**src/rtl/dca_matrix_lsu_wdata_serializer.sv**
```systemverilog
// Splits one packed LSU store row into an AXI W burst with computed WSTRB/WLAST.
// Optional DCA_LSU_WDATA_SKID_EN adds a one-row buffer for zero-bubble back-to-back bursts.
module dca_matrix_lsu_wdata_serializer #(
    parameter int MATRIX_NUM_COL = 4,
    parameter int BW_ELEMENT_MAX = 32,
    parameter int BW_AXI_DATA    = 32,
    parameter int BW_TXN_INFO    = 8,
    parameter int BW_NUM_COL_M1  = 2
) (
    input  logic                                     clk,
    input  logic                                     rstnn,
    input  logic                                     row_valid,
    output logic                                     row_ready,
    input  logic [MATRIX_NUM_COL*BW_ELEMENT_MAX-1:0] row_data,
    input  logic [2:0]                               row_lsa_p3,
    input  logic [BW_NUM_COL_M1-1:0]                 row_num_col_m1,
    input  logic [BW_TXN_INFO-1:0]                   row_txn_info,
    output logic                                     wvalid,
    input  logic                                     wready,
    output logic [BW_AXI_DATA-1:0]                   wdata,
    output logic [BW_AXI_DATA/8-1:0]                 wstrb,
    output logic                                     wlast,
    output logic [BW_TXN_INFO-1:0]                   wtxn_info
);
    localparam int ROW_W = MATRIX_NUM_COL * BW_ELEMENT_MAX;
    localparam int BPB   = BW_AXI_DATA / 8;
    localparam int NB    = ROW_W / BW_AXI_DATA;
    localparam int BT_W  = (NB > 1) ? $clog2(NB) : 1;
    localparam int VB_W  = $clog2(MATRIX_NUM_COL * 32 + 1) + 1;

    typedef enum logic {IDLE, SEND} state_t;

    typedef struct packed {
        logic [ROW_W-1:0]       data;
        logic [BT_W-1:0]        last_beat;
        logic [BPB-1:0]         last_strb;
        logic [BW_TXN_INFO-1:0] txn;
    } row_t;

    state_t state_q, state_d;
    row_t   in_row, cur_q;
    logic [BT_W-1:0] beat_q;
    logic [2:0]      lsa;
    logic [VB_W-1:0] cols, valid_bits, nbytes, nbeats, rem;
    logic accept, beat_hs, beat_done, load;
    logic [NB-1:0][BW_AXI_DATA-1:0] beat_view;

`ifdef DCA_LSU_WDATA_SKID_EN
    row_t buf_q;
    logic buf_full_q, load_from_buf, buf_push;
    assign row_ready = rstnn && !buf_full_q;
`else
    assign row_ready = rstnn && (state_q == IDLE);
`endif

    // Burst geometry is derived once at acceptance so the beat path only compares counters.
    always_comb begin
        lsa        = (row_lsa_p3 > 3'd5) ? 3'd5 : row_lsa_p3;
        cols       = VB_W'(row_num_col_m1) + VB_W'(1);
        valid_bits = cols << lsa;
        nbytes     = (valid_bits + VB_W'(7)) >> 3;
        nbeats     = (nbytes + VB_W'(BPB - 1)) / VB_W'(BPB);
        rem        = nbytes % VB_W'(BPB);
        in_row.data      = row_data & ~({ROW_W{1'b1}} << valid_bits);
        in_row.last_beat = BT_W'(nbeats - VB_W'(1));
        in_row.txn       = row_txn_info;
        for (int i = 0; i < BPB; i++)
            in_row.last_strb[i] = (rem == '0) || (VB_W'(i) < rem);
    end

    assign accept    = row_valid && row_ready;
    assign beat_hs   = wvalid && wready;
    assign beat_done = beat_hs && wlast;

    always_comb begin
        state_d = state_q;
        load    = 1'b0;
`ifdef DCA_LSU_WDATA_SKID_EN
        load_from_buf = 1'b0;
        buf_push      = 1'b0;
`endif
        case (state_q)
            IDLE: if (accept) begin
                load    = 1'b1;
                state_d = SEND;
            end
            SEND: begin
                if (beat_done) begin
`ifdef DCA_LSU_WDATA_SKID_EN
                    if (buf_full_q) begin
                        load          = 1'b1;
                        load_from_buf = 1'b1;
                    end else if (accept) begin
                        load = 1'b1;
                    end else begin
                        state_d = IDLE;
                    end
`else
                    state_d = IDLE;
`endif
                end
`ifdef DCA_LSU_WDATA_SKID_EN
                else if (accept) begin
                    buf_push = 1'b1;
                end
`endif
            end
            default: state_d = IDLE;
        endcase
    end

    always_ff @(posedge clk) begin
        if (!rstnn) begin
            state_q <= IDLE;
            beat_q  <= '0;
            cur_q   <= '0;
        end else begin
            state_q <= state_d;
            if (load) begin
`ifdef DCA_LSU_WDATA_SKID_EN
                cur_q <= load_from_buf ? buf_q : in_row;
`else
                cur_q <= in_row;
`endif
                beat_q <= '0;
            end else if (beat_done) begin
                beat_q <= '0;
            end else if (beat_hs) begin
                beat_q <= beat_q + BT_W'(1);
            end
        end
    end

`ifdef DCA_LSU_WDATA_SKID_EN
    always_ff @(posedge clk) begin
        if (!rstnn) begin
            buf_q      <= '0;
            buf_full_q <= 1'b0;
        end else if (buf_push) begin
            buf_q      <= in_row;
            buf_full_q <= 1'b1;
        end else if (load_from_buf) begin
            buf_full_q <= 1'b0;
        end
    end
`endif

    // Outputs are forced to zero outside a burst so reset and idle look identical downstream.
    assign beat_view = cur_q.data;
    assign wvalid    = (state_q == SEND);
    assign wlast     = wvalid && (beat_q == cur_q.last_beat);
    assign wdata     = wvalid ? beat_view[beat_q] : '0;
    assign wstrb     = !wvalid ? '0 : (wlast ? cur_q.last_strb : {BPB{1'b1}});
    assign wtxn_info = wvalid ? cur_q.txn : '0;

endmodule

```
**config.mk**
```make
export PLATFORM = sky130hd
export DESIGN_NAME = dca_matrix_lsu_wdata_serializer
export DESIGN_NICKNAME = d
export VERILOG_FILES = /design/src/rtl/dca_matrix_lsu_wdata_serializer.sv
export SDC_FILE = /design/constraint.sdc
export NUM_CORES = 1
export LEC_CHECK = 0
export CAP_MARGIN = 20
export CORE_AREA = 2 2 128 130
export CTS_BUF_LIST = sky130_fd_sc_hd__clkbuf_8
export DETAILED_ROUTE_END_ITERATION = 8
export DIE_AREA = 0 0 130 132
export GPL_TIMING_DRIVEN = 0
export PLACE_DENSITY_LB_ADDON = 0.25
export SLEW_MARGIN = 20
export SYNTH_ARGS = -nofsm -noshare
export SYNTH_HDL_FRONTEND = slang
export SYNTH_SLANG_ARGS = --single-unit
export TNS_END_PERCENT = 1
```
**constraint.sdc**
```tcl
create_clock -name clk -period 2.4 [get_ports clk]
set_clock_uncertainty 0.2 [all_clocks]
set_input_delay 0.24 -clock clk [delete_from_list [all_inputs] [get_ports clk]]
set_output_delay 0.24 -clock clk [all_outputs]
set_load 0.005 [all_outputs]
```
==> run metrics, run 1 <==
Final #Nets=1120; syn_nets=890; Avg Inst Size Synth=9.65 µm²; Global Route met3 Usage=6.98%; clock power share=33.3%; layout cells sized above 1=22.4%; RSZ-0062 raised after global routing=yes; Filler cells=1269; Sw Share=31.2%; status=finished with violations; Crit path depth=4; Syn Inst Count=742; ant diodes=0; Longest Clk Path Bufs=2; post-layout worst setup margin=-0.131 ns; routability congestion estimate from global placement=1.04; unique cell type count in the Yosys netlist=59; Overall Global Routing Usage=36.1%; Clock H-tree levels=4; top post-synthesis cells by count=dfxtp_1, a22o_1, nand2_1; Post-Route Utilization=65.0%; Antenna Nets Post-Route=0; P_int=3.94 mW; Static Leakage=3.99 nW; Min-Delay Path Depth=3; CTS sink cnt=145; Worst path max stage delay=0.81 ns; initial antenna violation count=0; peak fanout along the critical path=10; Gate power share=22.3%; Critical Path Sink Type=flip-flop; Max-cap violations=0; Slew headroom=41.2%; Psw=1.79 mW; setup tns final=-0.850 ns; Via-to-Cell Ratio=6.19; worst-skew pair later-pin latency=0.48 ns; CP top delay family=compound AO/OA/AOI/OAI gates; worst vdd rail ir drop=0.410 mV; FFs w/ async S/R, synth=0%; Synth Flop Type=dfxtp_1; wire per inst=26.1 µm; via total after detailed routing=7439; measured slew at the worst slew-check pin=0.881 ns; Flop pwr share=44.4%; Clock Tree Root=clkbuf_8; CTS Buf Count=17; pwr/cell area=561 nW/µm²; min-delay worst type=in2reg; Die Area=17200 µm²; crit share post-route=105%; top cells by area, synth=dfxtp_1, a22o_1, mux4_2; GRT overflow=0; die width=130 µm; Fmax=395 MHz; most numerous cell in the Yosys netlist=dfxtp_1; critical path arrival=2.75 ns; Initial Utilization=45.6%; PortBufs=191; initial DRC count=675; Pwr Total=5.73 mW; post-synthesis sequential area ratio=40.5%; failing checks=setup timing; post-synthesis cell area=7160 µm²; met1 usage=48.1%; largest net degree at the start of global routing=20; final hold vios=0; Area growth syn-to-layout=42.7%; CP Buf/Inv Count=0; Post-CTS Hold Fix Bufs=0; first-pass GRT wire length=45.4 mm; crit-path cells=nand3b_1 -> a211oi_4 -> o221a_2 -> a22o_1; vias in the first global route=7326; row count=46; min cycle time layout=2.53 ns; yosys warns=0; DR pass1 iterations=5; post-DP HPWL=23.1 mm; grt met2 use=57.2%; final wirelength=31.3 mm; r2r worst-path depth=4; Clk pin slew, worst setup/hold paths=0.09 ns; Die Y=132 µm; hold_ws=0.123 ns; busiest grt layer=met2; post-synthesis register bit count=145; TritonCTS clock tree=done; IO Pins=192; core area=15700 µm²; Synth top area share=40.5%; CP max-delay cell=a211oi_4; Post-synth EDFFs=0; Crit Path Category=reg2reg; setup violators final=21; CP startpoint kind=flip-flop; max-slew violations=0; Remaining DRCs=0; worst endpoint required time=2.62 ns; cell taking the most area after synthesis=dfxtp_1
[worst reg2reg max path, stage by stage (launching register included)]
cell      delay [ns]
dfxtp_2         0.36
nand3b_1        0.58
a211oi_4        0.81
o221a_2         0.37
a22o_1          0.15
[state kept, by name (all words and copies together) (netlist names)]
name       flops
beat_view    128
cur_q         14
beat_q         2
wvalid         1
[logic make-up (layout without fill, tap and decap cells)]
| family | after synthesis | count (layout) | synth area share (%) |
|---|---|---|---|
| compound gates | 285 | 285 | 29.6 |
| xor+xnor | 3 | 3 | 0.367 |
| fa+ha+maj | 3 | 3 | 0.524 |
| buf+inv | 82 | 325 | 5.05 |
| flops | 145 | 145 | 40.5 |
| mux | 33 | 33 | 10.2 |
| simple gates | 191 | 191 | 13.7 |
[power by group through the flow]
stage | clock, mW | combinational, mW | sequential, mW
2_1_floorplan | 0 | 0.557 | 2.58
3_3_place_gp | 0 | 1.15 | 2.59
3_5_place_dp | 0 | 1.14 | 2.60
4_1_cts | 1.90 | 1.22 | 2.55
5_1_grt | 2.01 | 1.34 | 2.56
6_report | 1.91 | 1.28 | 2.55
[routing by layer]
metal | part of all wire, % | up-vias
met3 | 8.7 | 83
met5 | 0 | -
li1 | - | 3285
met4 | 3.8 | 0
met1 | 41 | 3597
met2 | 46 | 474
[path summary, 6_finish.rpt]
kind              slack, ns          from            end
hold reg to reg        0.25      cur_q[8]       cur_q[8]
setup / recovery      -0.13        wvalid  beat_view[35]
setup reg to reg      -0.13        wvalid  beat_view[35]
hold / removal         0.12  row_data[74]  beat_view[74]
[timing repair]
item | in CTS | in global routing
resized for setup | 187 | 69
endpoints found under the hold margin | 0 | 0
buffers inserted | 17 | 3
gates cloned | 2 | 0
pin swaps | 11 | 3
endpoints found under the setup margin | 114 | 99
[placed cells by master (no fill, tap or decap), types with 21 or more instances in the layout]
cell / instances
clkdlybuf4s50_1: 153
and2_1: 27
mux4_2: 32
buf_6: 21
o21ai_0: 47
clkbuf_2: 33
a22o_1: 104
dfxtp_1: 142
nor2_1: 27
a21oi_1: 41
nand2_1: 55
[metrics by stage]
stage          cell area [µm²]  instances  setup WS [ns]
5_1_grt                  10200       1201         -0.155
3_5_place_dp              9350       1149          -1.47
4_1_cts                  10200       1199         -0.205
6_report                 10200       1201         -0.131
3_3_place_gp              9350       1149          -1.44
2_1_floorplan             7170        742         0.0108
[area by class of cell]
| class | count | area, µm² | share of cell area [%] |
|---|---|---|---|
| Sequential cell | 145 | 2910 | 28.4 |
| Timing Repair Buffer | 213 | 2040 | 20.0 |
| Tap cell | 216 | 270 | 2.64 |
| Clock inverter | 15 | 149 | 1.46 |
| Multi-Input combinational cell | 515 | 4040 | 39.5 |
| Buffer | 72 | 552 | 5.40 |
| Inverter | 8 | 33.8 | 0.331 |
| Clock buffer | 17 | 234 | 2.29 |
(Power assumes the default switching activity.)
==> run 2, diff against run 1 <==
--- a/config.mk
+++ b/config.mk
@@ -6,10 +6,10 @@
 export NUM_CORES = 1
 export LEC_CHECK = 0
 export CAP_MARGIN = 20
-export CORE_AREA = 2 2 128 130
+export CORE_AREA = 5 5 131 133
 export CTS_BUF_LIST = sky130_fd_sc_hd__clkbuf_8
 export DETAILED_ROUTE_END_ITERATION = 8
-export DIE_AREA = 0 0 130 132
+export DIE_AREA = 0 0 136 138
 export GPL_TIMING_DRIVEN = 0
 export PLACE_DENSITY_LB_ADDON = 0.25
 export SLEW_MARGIN = 20
==> run metrics, run 2 (synthesis results as in run 1) <==
failing checks=setup timing; routability congestion estimate from global placement=1.06 (+1.5%); crit-path cells=nand3b_1 -> a21oi_2 -> a21boi_0 -> a22o_1; Via-to-Cell Ratio=6.17 (-0.31%); layout cells sized above 1=20.8% (-1.6 points); IO Pins=192 (unchanged); die width=136 µm (+4.6%); Final #Nets=1120 (unchanged); via total after detailed routing=7416 (-0.31%); Hold Path End=beat_view[74]; Static Leakage=4.06 nW (+1.7%); worst-skew pair later-pin latency=0.46 ns (-0.02 ns); Max-cap violations=0 (unchanged); CP startpoint kind=flip-flop; worst endpoint required time=2.60 ns (-0.02 ns); Reg2Reg Setup Slack=-0.25 ns (-0.11 ns); crit path from=wvalid; Post-Route Utilization=64.9% (-0.16 points); Critical Path Sink Type=flip-flop; Initial Utilization=45.6% (unchanged); status=finished with violations; Worst path max stage delay=0.69 ns (-0.12 ns); hold_ws=0.147 ns (+0.0237 ns); Min-Delay Path Depth=3 (unchanged); Area growth syn-to-layout=42.4%; reg2reg start=wvalid; Clock Tree Root=clkbuf_8; final hold vios=0 (unchanged); measured slew at the worst slew-check pin=0.895 ns (+0.0149 ns); Fmax=378 MHz (-4.3%); largest net degree at the start of global routing=20 (unchanged); Pwr Total=5.73 mW (-0.14%); Clk pin slew, worst setup/hold paths=0.09 ns (about the same); DR pass1 iterations=7 (+2); Die Y=138 µm (+4.5%); r2r worst-path depth=4 (unchanged); pwr/cell area=562 nW/µm² (+0.10%); most frequent cells in the layout=clkdlybuf4s50_1, dfxtp_1, a22o_1; initial antenna violation count=0 (unchanged); Clock H-tree levels=4 (unchanged); ant diodes=0 (unchanged); final wirelength=31.7 mm (+1.1%); post-DP HPWL=23.4 mm (+1.5%); initial DRC count=659 (-2.4%); first-pass GRT wire length=47.1 mm (+3.8%); min cycle time layout=2.65 ns (+0.114 ns); wire per inst=26.4 µm (+1.1%); Worst R2R End=beat_view[10]; core area=15700 µm² (unchanged); row count=46 (unchanged); CTS sink cnt=145 (unchanged); crit share post-route=110% (+4.8 points); Remaining DRCs=0 (unchanged); peak fanout along the critical path=10 (unchanged); RSZ-0062 raised after global routing=yes; hold path start=row_data[74]; PortBufs=191 (unchanged); Crit Path Category=reg2reg; register area=2910 µm² (unchanged); vias in the first global route=7523 (+2.7%); Antenna Nets Post-Route=0 (unchanged); max-slew violations=0 (unchanged); Filler cells=1310 (+3.2%); Multi-input gate area=4000 µm² (-0.78%); post-layout worst setup margin=-0.245 ns (-0.114 ns); CTS Buf Count=17 (unchanged); min-delay worst type=in2reg; worst vdd rail ir drop=0.411 mV (+0.38%); Overall Global Routing Usage=33.3% (-2.8 points); max FFs per register=128 (unchanged); TritonCTS clock tree=done; critical path arrival=2.85 ns (+0.10 ns); GRT overflow=0 (unchanged); CP max-delay cell=nand3b_1; Slew headroom=40.1% (-1.1 points); setup violators final=21 (unchanged); commonest non-fill, non-tap cell in the layout=clkdlybuf4s50_1; Longest Clk Path Bufs=2 (unchanged); Die Area=18800 µm² (+9.4%)
-- run 2: worst max-delay path: cells and delay by family, from the launching register on --
family | cells | cell delay [ns]
simple gates | 1 | 0.69
compound gates | 3 | 1.32
flops | 1 | 0.36
-- run 2: timing repair --
item | CTS | global route
buffers inserted | 19 | 3
setup endpoints to repair | 128 | 83
hold buffers | 0 | 0
gates cloned | 1 | 0
gates resized for setup | 155 | 62
pin swaps | 3 | 2
-- run 2: power by group --
part           switching (mW)  internal (mW)  total [mW]  leakage (nW)
combinational           0.664          0.594        1.26          2.69
clock                    1.07          0.848        1.92         0.186
sequential             0.0566           2.49        2.55          1.18
-- run 2: layer usage --
layer | GRT usage [%] | part of all wire (%)
met4 | 12.9 | 4.1
met3 | 9.14 | 11
met2 | 52.2 | 45
met1 | 43.6 | 40
met5 | 0 | 0
-- run 2: how the worst max path moves through the flow --
stage	slack, ns	to
6_report	-0.25	beat_view[10]
5_1_grt	-0.27	cur_q[13]
4_1_cts	-0.18	wdata[26]
3_5_place_dp	-1.45	cur_q[13]
3_3_place_gp	-1.45	cur_q[13]
2_1_floorplan	0.01	cur_q[13]
-- run 2: through the flow --
stage,instance area [µm²],std cells,setup WS [ns],setup TNS (ns)
2_1_floorplan,7170,742,0.0108,0
3_3_place_gp,9350,1149,-1.45,-80.98
3_5_place_dp,9350,1149,-1.45,-82.37
4_1_cts,10100,1199,-0.175,-2.88
5_1_grt,10200,1201,-0.270,-3.28
6_report,10200,1201,-0.245,-1.67
-- run 2: final cells by class --
type	instances	area share [%]
buffer	71	5.22
sequential	145	28.5
clock buffer	17	2.30
timing repair buffer	214	20.3
inverter	8	0.331
multi-input combinational	515	39.3
clock inverter	15	1.45
tap	216	2.65
==> run 3, diff against run 2 <==
--- a/config.mk
+++ b/config.mk
@@ -5,7 +5,6 @@
 export SDC_FILE = /design/constraint.sdc
 export NUM_CORES = 1
 export LEC_CHECK = 0
-export CAP_MARGIN = 20
 export CORE_AREA = 5 5 131 133
 export CTS_BUF_LIST = sky130_fd_sc_hd__clkbuf_8
 export DETAILED_ROUTE_END_ITERATION = 8
==> results of run 3 <==
No change in the layout: final DEF, timing and power equal those of run 2.
